<file path="src/rtl/id_issue_queue.sv">
// ---------------------------------------------------------------------------
// id_issue_queue
//   Decode-stage instruction queue with a load-use scoreboard. Fetch pushes
//   (pc, instr) pairs into a circular buffer; the head is offered to decode
//   only when none of the source registers it actually reads is waiting on an
//   outstanding load. Loads mark their rd busy when they leave the queue and
//   the write-back port clears the bit again.
//
//   Optional feature macro: ID_SB_BYPASS_EN
//     defined   -> a write-back in the current cycle releases a stalled head
//                  combinationally in that same cycle.
//     undefined -> the head is released the cycle after the clearing edge.
//
// Ports
//   clk, rst                 clock, synchronous active-high reset
//   enq_valid/enq_ready      fetch handshake; enq_pc, enq_instr payload
//   deq_valid/deq_ready      decode handshake
//   deq_pc, deq_instr        head storage (valid or not)
//   deq_rs1/rs2/rd           register fields decoded from the head word
//   flush                    squash every queued entry
//   wb_load, wb_rd           a load writes back register wb_rd this cycle
//   count                    current occupancy
// ---------------------------------------------------------------------------
module id_issue_queue #(
  parameter int DEPTH = 4,
  parameter int XLEN  = 32
) (
  input  logic                     clk,
  input  logic                     rst,
  input  logic                     enq_valid,
  input  logic [XLEN-1:0]          enq_pc,
  input  logic [31:0]              enq_instr,
  output logic                     enq_ready,
  output logic                     deq_valid,
  input  logic                     deq_ready,
  output logic [XLEN-1:0]          deq_pc,
  output logic [31:0]              deq_instr,
  output logic [4:0]               deq_rs1,
  output logic [4:0]               deq_rs2,
  output logic [4:0]               deq_rd,
  input  logic                     flush,
  input  logic                     wb_load,
  input  logic [4:0]               wb_rd,
  output logic [$clog2(DEPTH):0]   count
);

  localparam int PTR_W = $clog2(DEPTH);
  localparam int CNT_W = PTR_W + 1;

  localparam logic [6:0] OPC_LOAD   = 7'b0000011;
  localparam logic [6:0] OPC_STORE  = 7'b0100011;
  localparam logic [6:0] OPC_OP     = 7'b0110011;
  localparam logic [6:0] OPC_BRANCH = 7'b1100011;
  localparam logic [6:0] OPC_LUI    = 7'b0110111;
  localparam logic [6:0] OPC_AUIPC  = 7'b0010111;
  localparam logic [6:0] OPC_JAL    = 7'b1101111;

  logic [XLEN-1:0]  r_mem_pc    [DEPTH];
  logic [31:0]      r_mem_instr [DEPTH];
  logic [PTR_W-1:0] r_head;
  logic [PTR_W-1:0] r_tail;
  logic [CNT_W-1:0] r_count;
  logic [31:0]      r_busy;

  logic [6:0]  w_opcode;
  logic        w_use_rs1;
  logic        w_use_rs2;
  logic [31:0] w_busy_eff;
  logic        w_stall;
  logic        w_enq;
  logic        w_deq;
  logic        w_head_is_load;
  logic [31:0] w_busy_nxt;

  assign deq_pc    = r_mem_pc[r_head];
  assign deq_instr = r_mem_instr[r_head];
  assign deq_rs1   = deq_instr[19:15];
  assign deq_rs2   = deq_instr[24:20];
  assign deq_rd    = deq_instr[11:7];
  assign w_opcode  = deq_instr[6:0];
  assign count     = r_count;

  // Which source fields the head really reads; unused fields may hold
  // immediate bits and must not cause false stalls.
  assign w_use_rs1 = !((w_opcode == OPC_LUI) || (w_opcode == OPC_AUIPC) ||
                       (w_opcode == OPC_JAL));
  assign w_use_rs2 = (w_opcode == OPC_OP) || (w_opcode == OPC_STORE) ||
                     (w_opcode == OPC_BRANCH);

`ifdef ID_SB_BYPASS_EN
  // Same-cycle write-back hides the busy bit from the hazard check.
  assign w_busy_eff = r_busy & ~(wb_load ? (32'd1 << wb_rd) : 32'd0);
`else
  assign w_busy_eff = r_busy;
`endif

  assign w_stall = (w_use_rs1 && (deq_rs1 != 5'd0) && w_busy_eff[deq_rs1]) ||
                   (w_use_rs2 && (deq_rs2 != 5'd0) && w_busy_eff[deq_rs2]);

  assign enq_ready      = (r_count < CNT_W'(DEPTH));
  assign deq_valid      = (r_count != '0) && !flush && !w_stall;
  assign w_enq          = enq_valid && enq_ready;
  assign w_deq          = deq_valid && deq_ready;
  assign w_head_is_load = (w_opcode == OPC_LOAD) && (deq_rd != 5'd0);

  // Clear first, then set, so a load leaving the queue wins over a
  // write-back to the same register in the same cycle.
  always_comb begin
    w_busy_nxt = r_busy;
    if (wb_load)
      w_busy_nxt[wb_rd] = 1'b0;
    if (w_deq && w_head_is_load)
      w_busy_nxt[deq_rd] = 1'b1;
    w_busy_nxt[0] = 1'b0;
  end

  always_ff @(posedge clk) begin
    if (rst) begin
      for (int i = 0; i < DEPTH; i++) begin
        r_mem_pc[i]    <= '0;
        r_mem_instr[i] <= '0;
      end
      r_head  <= '0;
      r_tail  <= '0;
      r_count <= '0;
      r_busy  <= '0;
    end else begin
      // The scoreboard survives a flush: squashed loads still write back.
      r_busy <= w_busy_nxt;
      if (flush) begin
        r_head  <= '0;
        r_tail  <= '0;
        r_count <= '0;
      end else begin
        if (w_enq) begin
          r_mem_pc[r_tail]    <= enq_pc;
          r_mem_instr[r_tail] <= enq_instr;
          r_tail              <= r_tail + PTR_W'(1);
        end
        if (w_deq)
          r_head <= r_head + PTR_W'(1);
        case ({w_enq, w_deq})
          2'b10:   r_count <= r_count + CNT_W'(1);
          2'b01:   r_count <= r_count - CNT_W'(1);
          default: r_count <= r_count;
        endcase
      end
    end
  end

endmodule

</file>
<file path="config.mk">
export PLATFORM = sky130hd
export DESIGN_NAME = id_issue_queue
export DESIGN_NICKNAME = d
export VERILOG_FILES = /design/src/rtl/id_issue_queue.sv
export SDC_FILE = /design/constraint.sdc
export NUM_CORES = 1
export LEC_CHECK = 0
export ABC_AREA = 1
export CAP_MARGIN = 20
export CORE_ASPECT_RATIO = 0.75
export CORE_UTILIZATION = 49
export CTS_CLUSTER_DIAMETER = 80
export CTS_CLUSTER_SIZE = 30
export DETAILED_ROUTE_END_ITERATION = 12
export GPL_TIMING_DRIVEN = 1
export PLACE_DENSITY = 0.79
export SYNTH_ARGS = -nofsm -noshare
export SYNTH_HDL_FRONTEND = slang
export SYNTH_SLANG_ARGS = --single-unit
</file>
<file path="constraint.sdc">
create_clock -name clk -period 5.32 [get_ports clk]
set_input_delay 1.064 -clock clk [delete_from_list [all_inputs] [get_ports clk]]
set_output_delay 1.064 -clock clk [all_outputs]
set_load 0.02 [all_outputs]
</file>
==> key figures, run 1 <==
Placed design
  – GPL Wtd Cong: ~0.90
  – DP HPWL: ~22000 microns
  – Port Buffer Count: 158
  – Placed Instance Area: 15500 sq um

Finish
  – Share of post-route cells with drive strength above 1: 5.02%
  – Area growth, synth to finish: 15.2%
  – Fin area: 16000 sq um
  – Final nets: between 1500 and 2000
  – Ant diodes: 0

Worst setup path
  – Worst Path Buf+Inv: 3
  – Critical Path Start Type: flip-flop
  – CP Data Arrival Time: between 3000 and 4000 ps
  – Delay-heaviest family, CP: simple AND/OR/NAND/NOR gates
  – Slowest cell on crit path: clkdlybuf4s50_1
  – Crit Path Category: reg2out
  – CP most frequent cell: nand3_1
  – WP data required: ~4300 ps
  – Worst setup EP type: output port
  – Critical-path cell list: buf_4 -> nand3_2 -> nand2_4 -> inv_2 -> nand2_1 -> nand3_1 -> nand3_1 -> nand3_1 -> a21oi_1 -> nor2_1 -> nor2_4 -> clkdlybuf4s50_1
  – Critical path's largest stage delay: 650 ps
  – Crit-path max FO: 64

Yosys
  – Synthesized area: around 14000 sq um
  – Post-synthesis sequential area ratio: 61.3%
  – Number of flops mapped to enable cells by yosys: 256
  – Syn Area/Cell: around 9.5 sq um
  – Area leader, netlist: edfxtp_1
  – Yosys warnings: 0
  – Post-synth net total: 1542
  – Top cells by count, synth: 406 x nor2_1, 256 x edfxtp_1, 149 x nand2_1
  – Top_reg_cell synth: edfxtp_1
  – Syn Inst Count: around 1500
  – Synth top area share: 55.5%
  – Synth area leaders: edfxtp_1 55%, nor2_1 11%, dfxtp_1 5.8%
  – Most frequent cell after synthesis: nor2_1
  – Yosys cell types: 35
  – Register bit count reported by yosys: 296
  – Async S/R FF share, synth: 0%

Timing
  – Fin. max-slew vios: 0
  – Period utilisation layout: 88.6%
  – Final setup violation count: 0
  – Fin. Hold Viols: 0
  – Rel. slew slack: 32.0%
  – Top achievable clock speed: 0.212 GHz
  – Final setup TNS: 0 ps
  – Final min period: 4710 ps
  – Slew @ Worst Pin: 1020 ps
  – Worst-case clock skew: 27.7 ps
  – RSZ-0062 raised after global routing: no

Drt
  – DRC viols: 0
  – First-pass DRT Iterations: 5
  – Vias: 10800
  – Antenna Violating Nets Remaining: 0
  – Routed wire length per instance: 18.7 microns
  – DR iter-0 viols: 1037
  – Via density: about 5.6
  – Total Wirelength: 36200 microns

Floorplan
  – Die height: 148 microns
  – Die Width: between 150 and 200 microns
  – Die area: a little under 30000 sq um
  – Core Area: 27400 sq um
  – Initial core utilization: 50.6%
  – I/O pins: 159
  – Site Rows: 52

Power and ir drop
  – Sw frac: 24.7%
  – Worst vdd ir: about 0.37 mV
  – P_int: 3.34 mW
  – Sequential power share: 59.5%
  – Switching Power: 1.09 mW
  – Comb power frac: 10.9%
  – Clock share of power: around 30%
  – LEAKAGE: 6.15 nW
  – Pwr Density: between 200 and 300 nW/um^2

GRT
  – Largest net degree at the start of global routing: 106
  – Initial antenna violation count: 0
  – Met3 usage: about 3.6%
  – Total gr overflow: 0
  – Total GRT Usage: 24.6%
  – GRT busiest layer: met2
  – First-pass GRT wire length: between 50000 and 60000 microns
  – GR Util met1: 36.1%
  – Vias in the first global route: 10100
  – Met2 usage: 39.3%

Clocking
  – Clk Latency, worst-skew pair: 500 ps
  – CTS resizes: 0
  – Cts bufs inserted: 15
  – CTS Root Buffer Type: clkbuf_16
  – CTS tree: done
  – Clock transition at path regs: approximately 100 ps
  – Max Root-Sink Buffers: 3
  – Clk sink count: around 300
  – Post-CTS Setup Inserts: 0
  – # hold bufs at CTS: 0
  – CTS H-Tree Depth: 1

Run status
  – Outcome: finished clean

Run
  – Max-cap violations: 0

Hold path
  – Hold Path Class: reg2reg
final cells by class:
type,instances,area [sq um]
multi-input combinational,949,4390
clock inverter,5,76.3
clock buffer,18,387
tap,378,473
sequential,296,8490
inverter,115,442
timing repair buffer,172,1700
fill,2297,11400
routing by layer:
metal | share of wire, % | up-vias
met3 | 8.5 | 34
met1 | 44 | 5210
met2 | 46 | 492
met4 | 1.6 | 0
met5 | 0 | -
li1 | - | 5091
flip-flops by register name (all words and copies together) (netlist names), named ones only:
register	flops
r_mem_instr	128
r_busy	31
count	3
r_mem_pc	128
r_head	2
r_tail	2
kinds of logic (layout without fill, tap and decap cells):
family / Yosys count / after routing / synth area share (%)
AOI/OAI and AO/OA: 241 / 241 / 9.62
xor gates and xnor gates: 1 / 1 / 0.0632
adders and majority gates: 2 / 2 / 0.235
buffers and inverters: 220 / 310 / 7.40
DFF: 296 / 296 / 61.3
and+or+nand+nor: 705 / 705 / 21.4
worst paths after layout:
path | from | end | slack, ps | cells after the start
setup / recovery | flip-flop | deq_valid | 610 | 12
hold / removal | r_busy[10]$_SDFF_PP0_ | r_busy[10]$_SDFF_PP0_ | 530 | 2
setup reg to reg | flip-flop | count[2]$_SDFFE_PP0P_ | 990 | 21
hold reg to reg | r_busy[10]$_SDFF_PP0_ | r_busy[10]$_SDFF_PP0_ | 530 | 2
metrics by stage:
stage | worst slack (ps) | total power, mW | util, % | instances | hold slack [ps]
6_report | 608 | 4.43 | 58.3 | 1933 | 526
5_1_grt | 289 | 4.56 | 58.3 | 1933 | 547
4_1_cts | 632 | 4.44 | 58.3 | 1933 | 524
3_5_place_dp | 1090 | 3.17 | 56.6 | 1910 | 508
3_3_place_gp | 1150 | 3.17 | 56.6 | 1910 | 497
2_1_floorplan | 1250 | 2.96 | - | 1465 | 463
worst register-to-register path, stage by stage, from the launching register on:
cell and delay, ps:
dfxtp_2 340, buf_4 600, nand3_2 490, nand2_4 340, inv_2 70, nand2_1 70, nand3_1 70, nand3_1 80
nand3_1 120, a21oi_1 160, nor2_1 90, nor2_4 90, buf_4 340, nand2_1 180, inv_1 110, ha_1 150
inv_1 70, fa_1 380, a21oi_1 150, o21ai_0 120, o21ai_0 170, a21oi_1 60
power by group through the flow:
stage | registers, mW | clock network (mW) | logic, mW
global placement | 2.69 | 0 | 0.478
finish | 2.64 | 1.31 | 0.485
global route | 2.65 | 1.39 | 0.522
detailed placement | 2.69 | 0 | 0.482
CTS | 2.64 | 1.32 | 0.485
floorplan | 2.69 | 0 | 0.267
cell usage in the layout, fill, tap and decap left out, drive strengths merged, types with 40 or more instances in the layout:
master	netlist	layout
nor2	408	408
edfxtp	256	256
clkdlybuf4s50	0	158
nand2	158	158
o21ai	135	135
inv	115	117
nand3	104	104
a21oi	52	52
o22ai	44	44
dfxtp	40	40
Note: power is estimated with default switching activity, not from simulation.
==> inputs of run 2 (changes only) <==
DONT_BUFFER_PORTS = 1   (was not set)
HOLD_SLACK_MARGIN = 0.15   (was not set)
PLACE_DENSITY = 0.72   (was 0.79)
==> key figures, run 2 (same netlist as run 1, synthesis figures left out) <==
Timing
  – Slew @ Worst Pin: 1040 ps
  – Fin. max-slew vios: 0
  – Final setup TNS: 0 ps
  – Top achievable clock speed: 0.224 GHz
  – Final min period: 4470 ps
  – Final setup violation count: 0
  – Rel. slew slack: 30.6%
  – RSZ-0062 raised after global routing: no
  – Worst-case clock skew: 20.1 ps
  – Period utilisation layout: 84.0%
  – Fin. Hold Viols: 0

Power and ir drop
  – Sw frac: about 25%
  – P_int: 3.23 mW
  – Switching Power: ~1.1 mW
  – Worst vdd ir: approximately 0.17 mV
  – Sequential power share: 61.4%
  – Comb power frac: 7.8%
  – Clock share of power: 30.7%
  – LEAKAGE: ~5.6 nW
  – Pwr Density: 299 nW/um^2

Run status
  – Outcome: finished clean

Drt
  – Antenna Violating Nets Remaining: 0
  – DRC viols: 0
  – Routed wire length per instance: 20.0 microns
  – Via density: 5.71
  – Total Wirelength: 35600 microns
  – First-pass DRT Iterations: 5
  – DR iter-0 viols: around 1000
  – Vias: 10200

GRT
  – Initial antenna violation count: 3
  – Total gr overflow: 0
  – Vias in the first global route: slightly below 10000
  – Total GRT Usage: 24.3%
  – Largest net degree at the start of global routing: 103
  – First-pass GRT wire length: 54700 microns

Clocking
  – # hold bufs at CTS: 0
  – Max Root-Sink Buffers: 3
  – Clk sink count: 296
  – CTS resizes: 0
  – Cts bufs inserted: 15
  – Clock transition at path regs: 100 ps
  – CTS tree: done
  – Clk Latency, worst-skew pair: approximately 510 ps
  – CTS H-Tree Depth: 1
  – CTS Root Buffer Type: clkbuf_16
  – Post-CTS Setup Inserts: 0

Floorplan
  – Initial core utilization: 50.6%
  – Site Rows: 52
  – I/O pins: 159
  – Die Width: 196 microns
  – Core Area: 27400 sq um
  – Die area: ~29000 sq um
  – Die height: 148 microns

Worst setup path
  – WP data required: roughly 4300 ps
  – Worst setup EP type: output port
  – Crit-path max FO: 47
  – CP Data Arrival Time: 3400 ps
  – Flop2flop setup slack: 1010 ps
  – Crit Path Category: reg2out
  – R2r endpoint: count[2]$_SDFFE_PP0P_
  – R2R cell count: 22
  – Critical Path Start Type: flip-flop

Finish
  – Fin area: 14400 sq um
  – Most frequent cells in the layout: 406 x nor2_1, 256 x edfxtp_1, 145 x nand2_1
  – Top flop regs: r_mem_instr (128), r_mem_pc (128), r_busy (31)
  – Final nets: between 1000 and 1500
  – Area of the multi-input gates: 4390 sq um
  – Most common cell after layout, fill and taps aside: nor2_1
  – Register area: 8490 sq um
  – Area growth, synth to finish: 3.84%
  – Fin cells: 1778
  – Share of post-route cells with drive strength above 1: 5.72%
  – Fillcell total: 2498

Placed design
  – DP HPWL: 21100 microns
  – Placed Instance Area: 13900 sq um
  – Port Buffer Count: 0
  – Post-Place Cells: 1754
  – GPL Wtd Cong: 0.980

Hold path
  – Hold path startpoint: r_head[1]$_SDFFE_PP0P_
  – WHS Path Cells: 2
  – Hold Path Class: reg2reg

Run
  – Max-cap violations: 0
==> run 2: changes by cell type in the layout (fill, tap and decap cells not counted) <==
cell / change
buf_4: +3
clkdlybuf4s50_1: -158
clkinv_2: -1
clkbuf_1: -1
buf_12: -1
diode_2: +2
clkinvlp_4: +1
==> run 2: layout make-up <==
cell class                      count  share of cell area [%]
Sequential cell                   296                    59.0
Clock inverter                      5                   0.548
Timing Repair Buffer               16                   0.835
Antenna cell                        2                  0.0348
Clock buffer                       17                    2.66
Multi-Input combinational cell    949                    30.5
Inverter                          115                    3.07
Tap cell                          378                    3.29
==> run 2: how the worst max path moves through the flow <==
stage,slack (ps),endpoint
detailed placement,1030,count[2]$_SDFFE_PP0P_
CTS,810,deq_valid
global route,660,deq_valid
finish,850,deq_valid
global placement,920,count[2]$_SDFFE_PP0P_
floorplan,1250,r_mem_instr[2][0]$_SDFFCE_PN0P_
==> run 2: critical path: stages, from the launching register on <==
cell and delay (ps):
dfxtp_4 650, buf_4 510, nand2_1 140, o21ai_0 110
nand2_1 80, nand2_2 380, nand3_1 130, nand2_1 80
nand2_1 50, nand2_1 60, inv_1 50, a21oi_1 250
nor2_1 120, nor2_4 270
==> run 2: per-stage QoR <==
stage / setup WS, ps / hold WS (ps) / utilization, % / total power [mW]
2_1_floorplan: 1250 / 463 / - / 2.96
3_3_place_gp: 916 / 480 / 50.8 / 3.03
3_5_place_dp: 1030 / 493 / 50.8 / 3.03
4_1_cts: 813 / 509 / 52.5 / 4.32
5_1_grt: 664 / 533 / 52.5 / 4.43
6_report: 853 / 503 / 52.5 / 4.30
==> run 2: routing by layer <==
metal / up-vias / wire length (microns) / track usage, %
met4: 2 / 771 / 5.35
li1: 4785 / - / -
met5: - / 9 / 0
met3: 48 / 3340 / 5.20
met2: 419 / 15800 / 37.9
met1: 4905 / 15700 / 34.9
==> run 2: power by group through the flow <==
stage	Combinational, mW	Sequential [mW]	Clock [mW]
after detailed placement	0.337	2.69	0
final	0.337	2.64	1.32
after global routing	0.367	2.65	1.41
after floorplan	0.267	2.69	0
after CTS	0.338	2.64	1.34
after global placement	0.334	2.69	0
==> inputs of run 3 (changes only) <==
clock period = 4.5 ns   (was 5.32 ns; I/O delays follow)
==> key figures, run 3 (same netlist as run 1, synthesis figures left out) <==
Run status
  – Outcome: finished clean

GRT
  – Total gr overflow: 0
  – Initial antenna violation count: 1
  – Vias in the first global route: 9581
  – Total GRT Usage: 24.0%
  – Largest net degree at the start of global routing: 95
  – First-pass GRT wire length: 54200 microns

Drt
  – Routed wire length per instance: ~20 microns
  – Via density: 5.68
  – First-pass DRT Iterations: 5
  – DRC viols: 0
  – Total Wirelength: approximately 35000 microns
  – Antenna Violating Nets Remaining: 0
  – Vias: 10200
  – DR iter-0 viols: 929

Power and ir drop
  – Worst vdd ir: between 0.2 and 0.25 mV
  – Clock share of power: a little under a third
  – P_int: 3.88 mW
  – Sequential power share: around 60%
  – Sw frac: 24.6%
  – Pwr Density: 355 nW/um^2
  – Switching Power: between 1 and 1.5 mW
  – LEAKAGE: 5.63 nW
  – Comb power frac: 7.9%

Run
  – Max-cap violations: 0

Clocking
  – Clk sink count: 296
  – CTS H-Tree Depth: 1
  – CTS tree: done
  – Clk Latency, worst-skew pair: 500 ps
  – Max Root-Sink Buffers: 3
  – CTS Root Buffer Type: clkbuf_16
  – Clock transition at path regs: 100 ps
  – # hold bufs at CTS: 0
  – CTS resizes: 0
  – Post-CTS Setup Inserts: 0
  – Cts bufs inserted: 15

Placed design
  – GPL Wtd Cong: 0.918
  – Port Buffer Count: 0
  – Post-Place Cells: 1766
  – DP HPWL: 20900 microns
  – Placed Instance Area: roughly 14000 sq um

Timing
  – Top achievable clock speed: about 0.26 GHz
  – Worst-case clock skew: 18.8 ps
  – Final min period: 3890 ps
  – Final setup TNS: 0 ps
  – Period utilisation layout: 86.6%
  – RSZ-0062 raised after global routing: no
  – Final setup violation count: 0
  – Slew @ Worst Pin: about 1000 ps
  – Rel. slew slack: between 30 and 40%
  – Fin. Hold Viols: 0
  – Fin. max-slew vios: 0

Finish
  – Final nets: 1482
  – Most common cell after layout, fill and taps aside: nor2_1
  – Top flop regs: r_mem_instr (128), r_mem_pc (128), r_busy (31)
  – Most frequent cells in the layout: 406 x nor2_1, 256 x edfxtp_1, 145 x nand2_1
  – Fin area: between 10000 and 15000 sq um
  – Area growth, synth to finish: 4.65%
  – Share of post-route cells with drive strength above 1: 6.59%
  – Fin cells: 1790

Worst setup path
  – WP data required: around 4900 ps
  – Worst setup EP type: flip-flop
  – Critical Path Start Type: flip-flop
  – Crit-path max FO: 64
  – CP Data Arrival Time: 4260 ps
  – Crit Path Category: reg2reg
  – Flop2flop setup slack: 610 ps

Floorplan
  – Initial core utilization: 50.6%
  – Core Area: 27400 sq um
  – Site Rows: between 50 and 60
  – Die height: 148 microns
  – Die Width: about 200 microns
  – I/O pins: 159
  – Die area: 29000 sq um

Hold path
  – Hold Path Class: in2reg
run 3: worst paths after layout:
check,cells after the start,startpoint,endpoint
min,1,rst,r_busy[2]$_SDFF_PP0_
max,20,flip-flop,count[2]$_SDFFE_PP0P_
min reg2reg,2,r_busy[29]$_SDFF_PP0_,r_busy[29]$_SDFF_PP0_
max reg2reg,20,flip-flop,count[2]$_SDFFE_PP0P_
run 3: final cells by class:
class | instances | area (sq um)
fill | 2465 | 12900
sequential | 296 | 8490
multi-input combinational | 949 | 4390
tap | 378 | 473
inverter | 115 | 442
clock buffer | 17 | 383
timing repair buffer | 28 | 210
clock inverter | 6 | 104
antenna | 1 | 2.50
run 3: worst max-delay path, stage by stage (launching register included):
cell and delay [ps]:
dfxtp_2 340, buf_4 590, nand3_4 340, nand2_4 260, inv_1 120, a21oi_1 170, nor2_1 50, nor2_1 100
nand2_1 60, nand3_1 60, nand2_1 80, nor2_4 290, nand2_1 160, inv_1 90, ha_1 130, inv_1 70
fa_1 380, a21oi_1 150, o21ai_0 110, o21ai_0 160, a21oi_1 60
run 3: power by group through the flow:
stage          combinational, mW  sequential [mW]  clock (mW)
2_1_floorplan              0.315             3.18           0
5_1_grt                    0.446             3.13        1.73
3_3_place_gp               0.403             3.18           0
4_1_cts                    0.410             3.12        1.64
3_5_place_dp               0.409             3.18           0
6_report                   0.409             3.12        1.62
run 3: stage by stage:
step | total power [mW] | util [%] | worst slack (ps) | hold WS [ps]
floorplan | 3.49 | - | 589 | 463
global placement | 3.58 | 51.1 | 643 | 491
detailed placement | 3.59 | 51.1 | 609 | 486
CTS | 5.17 | 52.9 | 575 | 447
global route | 5.31 | 52.9 | 179 | 452
finish | 5.15 | 52.9 | 605 | 475
run 3: per-layer routing:
| metal | routed length, microns | global-route usage [%] | vias up |
|---|---|---|---|
| met5 | 0 | 0 | - |
| met4 | 937 | 6.84 | 0 |
| met3 | 2600 | 4.08 | 61 |
| met2 | 15900 | 37.4 | 413 |
| met1 | 15500 | 34.7 | 4883 |
| li1 | - | - | 4813 |
